**src/rtl/rd_dma_sched.sv**
```systemverilog
// Read-DMA descriptor scheduler: queues host {base,len} descriptors
// and programs the DMA CSR port one job at a time.
module rd_dma_sched #(
  parameter int CSR_DATA_W     = 32,
  parameter int CSR_ADDR_W     = 4,
  parameter int DMA_CSR_ADDR_W = 4,
  parameter int DESC_DEPTH     = 16,
  parameter int DMA_REG_BASE   = 0,
  parameter int DMA_REG_SIZE   = 1,
  parameter int DMA_REG_RUN    = 2,
  parameter int DMA_REG_IRQ_EN = 3
) (
  input  logic                      clk_i,
  input  logic                      arst_n_i,
  input  logic [CSR_ADDR_W-1:0]     amm_slave_csr_address_i,
  input  logic                      amm_slave_csr_read_i,
  output logic [CSR_DATA_W-1:0]     amm_slave_csr_readdata_o,
  input  logic                      amm_slave_csr_write_i,
  input  logic [CSR_DATA_W-1:0]     amm_slave_csr_writedata_i,
  output logic [DMA_CSR_ADDR_W-1:0] amm_dma_csr_address_o,
  output logic                      amm_dma_csr_write_o,
  output logic [CSR_DATA_W-1:0]     amm_dma_csr_writedata_o,
  input  logic                      dma_irq_i,
  output logic                      sched_irq_o
);

  localparam int AW = $clog2(DESC_DEPTH);
  localparam int CW = AW + 1;

  localparam logic [CSR_ADDR_W-1:0] A_BASE = CSR_ADDR_W'(0);
  localparam logic [CSR_ADDR_W-1:0] A_LEN  = CSR_ADDR_W'(1);
  localparam logic [CSR_ADDR_W-1:0] A_CTRL = CSR_ADDR_W'(2);
  localparam logic [CSR_ADDR_W-1:0] A_STAT = CSR_ADDR_W'(3);
  localparam logic [CSR_ADDR_W-1:0] A_DONE = CSR_ADDR_W'(4);

  localparam logic [DMA_CSR_ADDR_W-1:0] R_BASE = DMA_CSR_ADDR_W'(DMA_REG_BASE);
  localparam logic [DMA_CSR_ADDR_W-1:0] R_SIZE = DMA_CSR_ADDR_W'(DMA_REG_SIZE);
  localparam logic [DMA_CSR_ADDR_W-1:0] R_RUN  = DMA_CSR_ADDR_W'(DMA_REG_RUN);
  localparam logic [DMA_CSR_ADDR_W-1:0] R_IEN  = DMA_CSR_ADDR_W'(DMA_REG_IRQ_EN);

  typedef enum logic [2:0] {
    S_IDLE, S_WR_BASE, S_WR_SIZE, S_WR_IEN,
    S_WR_RUN, S_WAIT, S_WR_IOFF
  } state_t;

  state_t                state;
  logic [CSR_DATA_W-1:0] staged_base;
  logic [CSR_DATA_W-1:0] cur_len;
  logic [CSR_DATA_W-1:0] done_cnt;
  logic                  en;
  logic                  irq_en;
  logic                  ovf;

  logic [CSR_DATA_W-1:0] q_base [DESC_DEPTH];
  logic [CSR_DATA_W-1:0] q_len  [DESC_DEPTH];
  logic [AW-1:0]         wr_ptr;
  logic [AW-1:0]         rd_ptr;
  logic [CW-1:0]         cnt;
  logic [CW-1:0]         cnt_nxt;

  logic wr_base, wr_len, wr_ctrl, wr_stat, wr_done;
  logic flush, push, accept, pop, full, empty, job_end;
  logic [CSR_DATA_W-1:0] rd_mux;

  assign wr_base = amm_slave_csr_write_i && amm_slave_csr_address_i == A_BASE;
  assign wr_len  = amm_slave_csr_write_i && amm_slave_csr_address_i == A_LEN;
  assign wr_ctrl = amm_slave_csr_write_i && amm_slave_csr_address_i == A_CTRL;
  assign wr_stat = amm_slave_csr_write_i && amm_slave_csr_address_i == A_STAT;
  assign wr_done = amm_slave_csr_write_i && amm_slave_csr_address_i == A_DONE;

  assign full    = cnt == CW'(DESC_DEPTH);
  assign empty   = cnt == '0;
  assign flush   = wr_ctrl && amm_slave_csr_writedata_i[2];
  assign push    = wr_len && !flush;
  assign accept  = push && !full;
  assign pop     = state == S_IDLE && en && !empty;
  assign job_end = (state == S_WR_BASE && cur_len == '0) ||
                   state == S_WR_IOFF;
  assign cnt_nxt = flush ? '0 : cnt + CW'(accept) - CW'(pop);

  always_ff @(posedge clk_i) begin
    if (accept) begin
      q_base[wr_ptr] <= staged_base;
      q_len[wr_ptr]  <= amm_slave_csr_writedata_i;
    end
  end

  // A flush may coincide with a pop; the popped head is still launched.
  always_ff @(posedge clk_i or negedge arst_n_i) begin
    if (!arst_n_i) begin
      wr_ptr <= '0;
      rd_ptr <= '0;
      cnt    <= '0;
      ovf    <= 1'b0;
    end else begin
      cnt <= cnt_nxt;
      if (flush) begin
        rd_ptr <= wr_ptr;
      end else begin
        if (accept) wr_ptr <= wr_ptr + 1'b1;
        if (pop)    rd_ptr <= rd_ptr + 1'b1;
      end
      if (push && full) ovf <= 1'b1;
      else if (wr_stat) ovf <= 1'b0;
    end
  end

  always_ff @(posedge clk_i or negedge arst_n_i) begin
    if (!arst_n_i) begin
      staged_base <= '0;
      en          <= 1'b0;
      irq_en      <= 1'b0;
      done_cnt    <= '0;
      sched_irq_o <= 1'b0;
    end else begin
      if (wr_base) staged_base <= amm_slave_csr_writedata_i;
      if (wr_ctrl) begin
        en     <= amm_slave_csr_writedata_i[0];
        irq_en <= amm_slave_csr_writedata_i[1];
      end
      if (wr_done)      done_cnt <= '0;
      else if (job_end) done_cnt <= done_cnt + 1'b1;
      if (wr_done || !irq_en)
        sched_irq_o <= 1'b0;
      else if (job_end && cnt_nxt == '0)
        sched_irq_o <= 1'b1;
    end
  end

  always_ff @(posedge clk_i or negedge arst_n_i) begin
    if (!arst_n_i) begin
      state                   <= S_IDLE;
      cur_len                 <= '0;
      amm_dma_csr_write_o     <= 1'b0;
      amm_dma_csr_address_o   <= '0;
      amm_dma_csr_writedata_o <= '0;
    end else begin
      amm_dma_csr_write_o <= 1'b0;
      unique case (state)
        S_IDLE: begin
          if (pop) begin
            state                   <= S_WR_BASE;
            cur_len                 <= q_len[rd_ptr];
            amm_dma_csr_write_o     <= q_len[rd_ptr] != '0;
            amm_dma_csr_address_o   <= R_BASE;
            amm_dma_csr_writedata_o <= q_base[rd_ptr];
          end
        end
        S_WR_BASE: begin
          if (cur_len == '0) begin
            state <= S_IDLE;
          end else begin
            state                   <= S_WR_SIZE;
            amm_dma_csr_write_o     <= 1'b1;
            amm_dma_csr_address_o   <= R_SIZE;
            amm_dma_csr_writedata_o <= cur_len - 1'b1;
          end
        end
        S_WR_SIZE: begin
          state                   <= S_WR_IEN;
          amm_dma_csr_write_o     <= 1'b1;
          amm_dma_csr_address_o   <= R_IEN;
          amm_dma_csr_writedata_o <= CSR_DATA_W'(1);
        end
        S_WR_IEN: begin
          state                   <= S_WR_RUN;
          amm_dma_csr_write_o     <= 1'b1;
          amm_dma_csr_address_o   <= R_RUN;
          amm_dma_csr_writedata_o <= CSR_DATA_W'(1);
        end
        S_WR_RUN: state <= S_WAIT;
        S_WAIT: begin
          if (dma_irq_i) begin
            state                   <= S_WR_IOFF;
            amm_dma_csr_write_o     <= 1'b1;
            amm_dma_csr_address_o   <= R_IEN;
            amm_dma_csr_writedata_o <= '0;
          end
        end
        S_WR_IOFF: state <= S_IDLE;
        default:   state <= S_IDLE;
      endcase
    end
  end

  always_comb begin
    rd_mux = '0;
    unique case (amm_slave_csr_address_i)
      A_BASE: rd_mux = staged_base;
      A_CTRL: rd_mux[1:0] = {irq_en, en};
      A_STAT: begin
        rd_mux[0]    = state != S_IDLE;
        rd_mux[1]    = full;
        rd_mux[2]    = ovf;
        rd_mux[15:8] = 8'(cnt);
      end
      A_DONE: rd_mux = done_cnt;
      default: rd_mux = '0;
    endcase
  end

  always_ff @(posedge clk_i or negedge arst_n_i) begin
    if (!arst_n_i)                 amm_slave_csr_readdata_o <= '0;
    else if (amm_slave_csr_read_i) amm_slave_csr_readdata_o <= rd_mux;
  end

endmodule

```
**config.mk**
```make
export PLATFORM = sky130hd
export DESIGN_NAME = rd_dma_sched
export DESIGN_NICKNAME = d
export VERILOG_FILES = /design/src/rtl/rd_dma_sched.sv
export SDC_FILE = /design/constraint.sdc
export NUM_CORES = 1
export LEC_CHECK = 0
export ABC_AREA = 1
export ABC_CLOCK_PERIOD_IN_PS = 7200
export CAP_MARGIN = 20
export CORE_MARGIN = 2
export CORE_UTILIZATION = 50
export CTS_CLUSTER_SIZE = 12
export DETAILED_ROUTE_END_ITERATION = 8
export PLACE_DENSITY = 0.66
export SYNTH_ARGS = -nofsm -noshare
export SYNTH_HDL_FRONTEND = slang
export SYNTH_SLANG_ARGS = --single-unit
```
**constraint.sdc**
```tcl
create_clock -name clk_i -period 7.2 [get_ports clk_i]
set_input_delay 1.44 -clock clk_i [delete_from_list [all_inputs] [get_ports clk_i]]
set_output_delay 1.44 -clock clk_i [all_outputs]
set_load 0.03 [all_outputs]
```
==> results.md, run 1 <==
- Status: finished, final reports clean
- Gr ovfl total: 0
- Worst R2R Path Depth: 8
- Initial Util: 0.5025
- Die area: 0.1026 mm2
- Worst EP required: 7510 ps
- Worst hold path depth: 1
- Total number of vias: 33970
- Switching power: 0.008030 W
- Initial antenna violation count: 4
- H-tree lvl count: 3
- Initial DRC count: 3848
- Vias in the first global route: 32490
- Slew headroom: 0.2375
- FILL cells: 8217
- Ys async rst share: 0.1516
- VDD IR-drop max: 0.0003293 V
- Switching share of total power: 0.3756
- CTS resizes: 0
- Pre-Repair DR Iteration Count: 6
- N_diodes: 0
- Die H: 320.3 um
- Max frequency: 246.8 MHz
- Reg power frac: 0.412
- Hold path endpoint: done_cnt[13]
- TritonCTS clock tree: built
- Post-layout minimum cycle time: 4052 ps
- Die W: 320.3 um
- Worst-path maximum fanout: 47
- Worst hold start: done_cnt[13]
- Logic gate share of total power: 0.312
- Root buffer cell: clkbuf_16
- Pwr Density: 382.1 mW/mm2
- Clock power frac: 0.276
- Row count: 116
- Vias per cell: 5.850
- Worst slack, placed: 2467 ps
- Power Internal: 0.01335 W
- Clk sinks: 1207
- Classification of the worst setup path: in2reg
- Post-Route WL: 139300 um
- Final worst path period share: 0.5628
- Syn avg cell area: 11.42 um2
- Layout cells sized above 1: 0.06078
- Cell Area, Synth: 0.05003 mm2
- Post-synth EDFFs: 1024
- Synth area leader: edfxtp_1
- Leak pwr: 20.15 nW
- Hold_buf cts: 0
- Final setup viols: 0
- Core Region: 0.09957 mm2
- Post-synth top cells: 1024 x edfxtp_1, 815 x nand2_1, 603 x nor2_1, 413 x o21ai_0, 329 x nand3_1
- Synth area leaders: edfxtp_1 61%, dfrtp_1 9.2%, nand2_1 6.1%, nor2_1 4.5%, o21ai_0 4.1%
- Final hold viol count: 0
- Total GRT Usage: 0.2699
- Max Slew Vio Count: 0
- Sequential area share after synthesis: 0.7062
- HP Class: reg2reg
- Synth Flop Type: edfxtp_1
- Clock skew: 33.19 ps
- #FFs+latches synth: 1207
- Crit path arrival time: 4360 ps
- Clock Tree Buf Depth: 3
- Worst r2r src: rd_ptr[0]
- Port Buffers: 108
- Post-Synthesis Cells: 4380
- RSZ-0062 raised after global routing: no
- Reg2reg setup slack: 3330 ps
- Setup TNS: 0 ps
- Layout Cells excl Fill: 5806
- First-pass GRT wire length: 207600 um
- Placed Cells: 5584
- Most common cell in the netlist: edfxtp_1
- Synth unique cells: 44
- Skew-Pair Late Insertion Delay: 710 ps
- CTS clk-pin slew, worst paths: 60 ps
- Synth top area share: 0.6147
- Synth warn: 0
- Critical path endpoint category: flip-flop
- Drt wl/cell: 24.00 um
- Dpl hpwl: 80300 um
- # DRC: 0
- End of the worst register-to-register path: amm_dma_csr_writedata_o[15]
- Final Util: 0.5619
- Final net count: 4465
- Worst setup SP type: primary input
- Tightest Pin Transition: 1140 ps
- Post-CTS Setup Repair Bufs: 0
- Largest net degree at the start of global routing: 241
- Final ANT Viol Nets: 0
- Area Overhead vs Synth: 11.83%
- Gpl congestion: 0.9067
- Number of max-cap violations: 0
- TritonCTS Buffers: 120
- # IOs: 111
- Worst setup margin: 3148 ps
[worst max path at each step]
stage	slack, ps	startpoint	cells after the start	endpoint
CTS	3170	amm_slave_csr_address_i[3]	9	q_len[4][17]
global placement	2440	amm_slave_csr_address_i[3]	9	q_base[8][21]
floorplan	1840	amm_slave_csr_address_i[3]	7	q_base[11][0]
finish	3150	amm_slave_csr_address_i[3]	9	q_base[9][27]
detailed placement	2470	amm_slave_csr_address_i[3]	9	q_len[4][17]
global route	2920	amm_slave_csr_address_i[1]	6	staged_base[20]
[worst max-delay path, stage by stage]
cell and delay (ps):
clkdlybuf4s50_1 420, nor2_1 210, nand3_1 130, nor2_1 130, nand2_1 130, inv_1 190, nand2_1 270, nor2_4 550
buf_4 770
[layout by cell type (no fill, tap or decap), types with 24 or more instances in the layout]
master           count
nand2_1            814
nor3_1              24
o21ai_1             39
o21ai_0            413
nand3_1            329
edfxtp_1          1024
clkbuf_16          120
o221ai_1            67
a31oi_1             38
o22ai_1             76
buf_4               43
a21oi_1             75
clkdlybuf4s50_1    106
nand4_1             26
nor2_1             587
clkbuf_1            55
o211ai_1            53
inv_1              250
dfrtp_1            179
[power by group through the flow]
stage | Combinational, W | Clock, W | Sequential (W)
floorplan | 0.00432 | 0 | 0.00874
global placement | 0.00650 | 0 | 0.00891
global route | 0.00731 | 0.00624 | 0.00884
detailed placement | 0.00660 | 0 | 0.00891
CTS | 0.00662 | 0.00596 | 0.00877
finish | 0.00667 | 0.00591 | 0.00880
[stage by stage]
stage	area, um2	hold slack (ps)	power (W)
floorplan	50030	433.7	0.01306
global placement	52230	450.7	0.01541
detailed placement	52230	466.6	0.01551
CTS	55890	474.6	0.02135
global route	55950	498.2	0.02239
finish	55950	474.0	0.02138
[sequential cells by signal, indices dropped and copies added, names as in the netlist, 5 cells and up]
register,cells
amm_slave_csr_readdata_o,32
q_base,512
done_cnt,32
staged_base,32
q_len,512
cur_len,32
cnt,5
amm_dma_csr_writedata_o,32
[logic make-up after synthesis]
group                      synth area share
AOI/OAI and AO/OA                   0.09004
and+or+nand+nor                      0.1487
DFF                                  0.7062
buffers and inverters               0.04372
muxes                              0.004952
xor gates and xnor gates           0.002626
other                            0.00007496
adders and majority gates          0.003652
[per-layer routing]
metal,vias to the layer above,track usage,routed length [um]
met4,0,0.09285,4507
met5,-,0,0
li1,15460,-,-
met3,231,0.04458,12400
met1,16730,0.3859,58200
met2,1546,0.4222,64240
[area by class of cell]
| cell class | count | area [um2] | area share |
|---|---|---|---|
| Tap cell | 1298 | 1624 | 0.02903 |
| Timing Repair Buffer | 164 | 1679 | 0.03001 |
| Multi-Input combinational cell | 2659 | 12650 | 0.2262 |
| Clock buffer | 190 | 3416 | 0.06105 |
| Clock inverter | 30 | 242.7 | 0.004339 |
| Inverter | 258 | 987.2 | 0.01765 |
| Sequential cell | 1207 | 35340 | 0.6317 |
No activity file was read; power rests on OpenSTA's default activity.
==> run 2: changes to the inputs <==
Settings changed: ABC_CLOCK_PERIOD_IN_PS 7200 to 4050.
Clock period 7.2 ns to 4.05 ns, I/O delays scaled along.
==> results.md, run 2 (synthesis results as in run 1) <==
- Most common cell after layout, fill and taps aside: edfxtp_1
- Gpl congestion: 0.9120 (+0.58%)
- Skew-Pair Late Insertion Delay: 730 ps (+20 ps)
- CTS clk-pin slew, worst paths: 60 ps (about the same)
- Final setup viols: 0 (unchanged)
- # IOs: 111 (unchanged)
- Clk sinks: 1207 (unchanged)
- Post-CTS Setup Repair Bufs: 0 (unchanged)
- Critical path endpoint category: flip-flop
- FILL cells: 8026 (-2.3%)
- Max Slew Vio Count: 0 (unchanged)
- Initial DRC count: 3882 (+0.88%)
- Max frequency: 328.6 MHz
- Layout cells sized above 1: 0.06723 (+0.006444)
- Initial antenna violation count: 4 (unchanged)
- Final worst path period share: 0.7515
- Crit path arrival time: 3670 ps (-690 ps)
- Clock skew: 41.54 ps (+8.355 ps)
- Vias per cell: 5.813 (-0.64%)
- Vias in the first global route: 32630 (+0.42%)
- Final ANT Viol Nets: 0 (unchanged)
- First-pass GRT wire length: 203900 um (-1.8%)
- Largest net degree at the start of global routing: 162 (-33%)
- Commonest non-fill, non-tap cells in the layout: 1024 x edfxtp_1, 814 x nand2_1, 587 x nor2_1, 413 x o21ai_0, 329 x nand3_1
- RSZ-0062 raised after global routing: no
- Worst slack, placed: 354.7 ps (-2112 ps)
- Total number of vias: 33920 (-0.14%)
- Initial Util: 0.5025 (unchanged)
- Post-Route WL: 135600 um (-2.7%)
- TritonCTS Buffers: 121 (+0.83%)
- Final net count: 4491 (+0.58%)
- Worst setup margin: 1007 ps (-2141 ps)
- Root buffer cell: clkbuf_16
- Layout Cells excl Fill: 5835 (+0.50%)
- Core Region: 0.09957 mm2 (unchanged)
- Tightest Pin Transition: 1019 ps (-121.4 ps)
- VDD IR-drop max: 0.0005722 V (+74%)
- Area Overhead vs Synth: 13.18%
- Clock Tree Buf Depth: 3 (unchanged)
- Die H: 320.3 um (unchanged)
- Post-layout minimum cycle time: 3043 ps
- Worst setup SP type: flip-flop
- Gr ovfl total: 0 (unchanged)
- # DRC: 0 (unchanged)
- Hold_buf cts: 0 (unchanged)
- Die W: 320.3 um (unchanged)
- Setup TNS: 0 ps (unchanged)
- HP Class: in2async
- H-tree lvl count: 3 (unchanged)
- Dpl cell area: 0.05279 mm2 (+1.1%)
- Dpl hpwl: 76630 um (-4.6%)
- Worst-path maximum fanout: 7 (-85%)
- Largest registers: q_base x512, q_len x512
- CTS resizes: 0 (unchanged)
- Worst EP required: 4670 ps (-2840 ps)
- Drt wl/cell: 23.23 um (-3.2%)
- Placed Cells: 5611 (+0.48%)
- Pwr Density: 676.9 mW/mm2 (+77%)
- Final hold viol count: 0 (unchanged)
- Row count: 116 (unchanged)
- Slew headroom: 0.3208 (+0.08330)
- Port Buffers: 108 (unchanged)
- Total GRT Usage: 0.2645 (-0.005377)
- Pre-Repair DR Iteration Count: 6 (unchanged)
- Post-route cell area: 0.05662 mm2 (+1.2%)
- Leak pwr: 20.44 nW (+1.4%)
- Status: finished, final reports clean
- Die area: 0.1026 mm2 (unchanged)
- N_diodes: 0 (unchanged)
- Number of max-cap violations: 0 (unchanged)
- Classification of the worst setup path: reg2reg
- TritonCTS clock tree: built
run 2: cell types whose count changed in the layout (fill, tap and decap cells not counted), sizes merged:
cell      previous run  this run
inv                258       260
clkinvlp             1         2
bufinv               3         6
clkbuf             190       195
buf                 58        83
clkinv              26        19
run 2: worst paths after layout:
check / startpoint / to / slack, ps / cells after the start
max: state[2] / sched_irq_o / 1010 / 13
min: arst_n_i / amm_slave_csr_readdata_o[26] / 130 / 1
max reg2reg: state[2] / sched_irq_o / 1010 / 13
min reg2reg: done_cnt[13] / done_cnt[13] / 470 / 1
max in group asynchronous: arst_n_i / amm_dma_csr_writedata_o[25] / 3030 / 2
min in group clk_i: done_cnt[13] / done_cnt[13] / 470 / 1
run 2: critical path, stage by stage, from the launching register on:
cell     delay (ps)
dfrtp_1         420
inv_1           190
nand3_1         350
nor2_4          350
ha_1            170
inv_1            40
ha_1            200
fa_1            380
or2_2           300
nand3_1          80
inv_1            60
nor3_1          120
nand4_1         100
a21oi_1         180
run 2: power by group:
part	total (W)	switching (W)	internal, W
sequential	0.0155	0.00112	0.0144
combinational	0.0119	0.00836	0.00359
clock	0.0108	0.00458	0.00626
total	0.0383	0.0141	0.0243
run 2: final cells by class:
| type | instances | area [um2] | share of cell area |
|---|---|---|---|
| timing repair buffer | 189 | 2177 | 0.03845 |
| inverter | 258 | 987.2 | 0.01744 |
| tap | 1298 | 1624 | 0.02868 |
| sequential | 1207 | 35340 | 0.6242 |
| clock buffer | 195 | 3498 | 0.06179 |
| multi-input combinational | 2659 | 12650 | 0.2235 |
| clock inverter | 29 | 336.6 | 0.005944 |
run 2: per-stage QoR:
step	hold WS (ps)	utilization	total power (W)
final	133.8	0.5687	0.03833
after detailed placement	467.0	0.5302	0.02763
after global routing	203.1	0.5687	0.04026
after CTS	165.5	0.5687	0.03841
after global placement	451.4	0.5302	0.02749
after floorplan	433.7	-	0.02322
run 2: metal layers:
metal / track usage / share of wire / vias up
met5: 0 / 0.00027 / -
met4: 0.08941 / 0.029 / 4
met3: 0.05134 / 0.093 / 233
met2: 0.4128 / 0.46 / 1468
met1: 0.3746 / 0.42 / 16680
li1: - / - / 15530
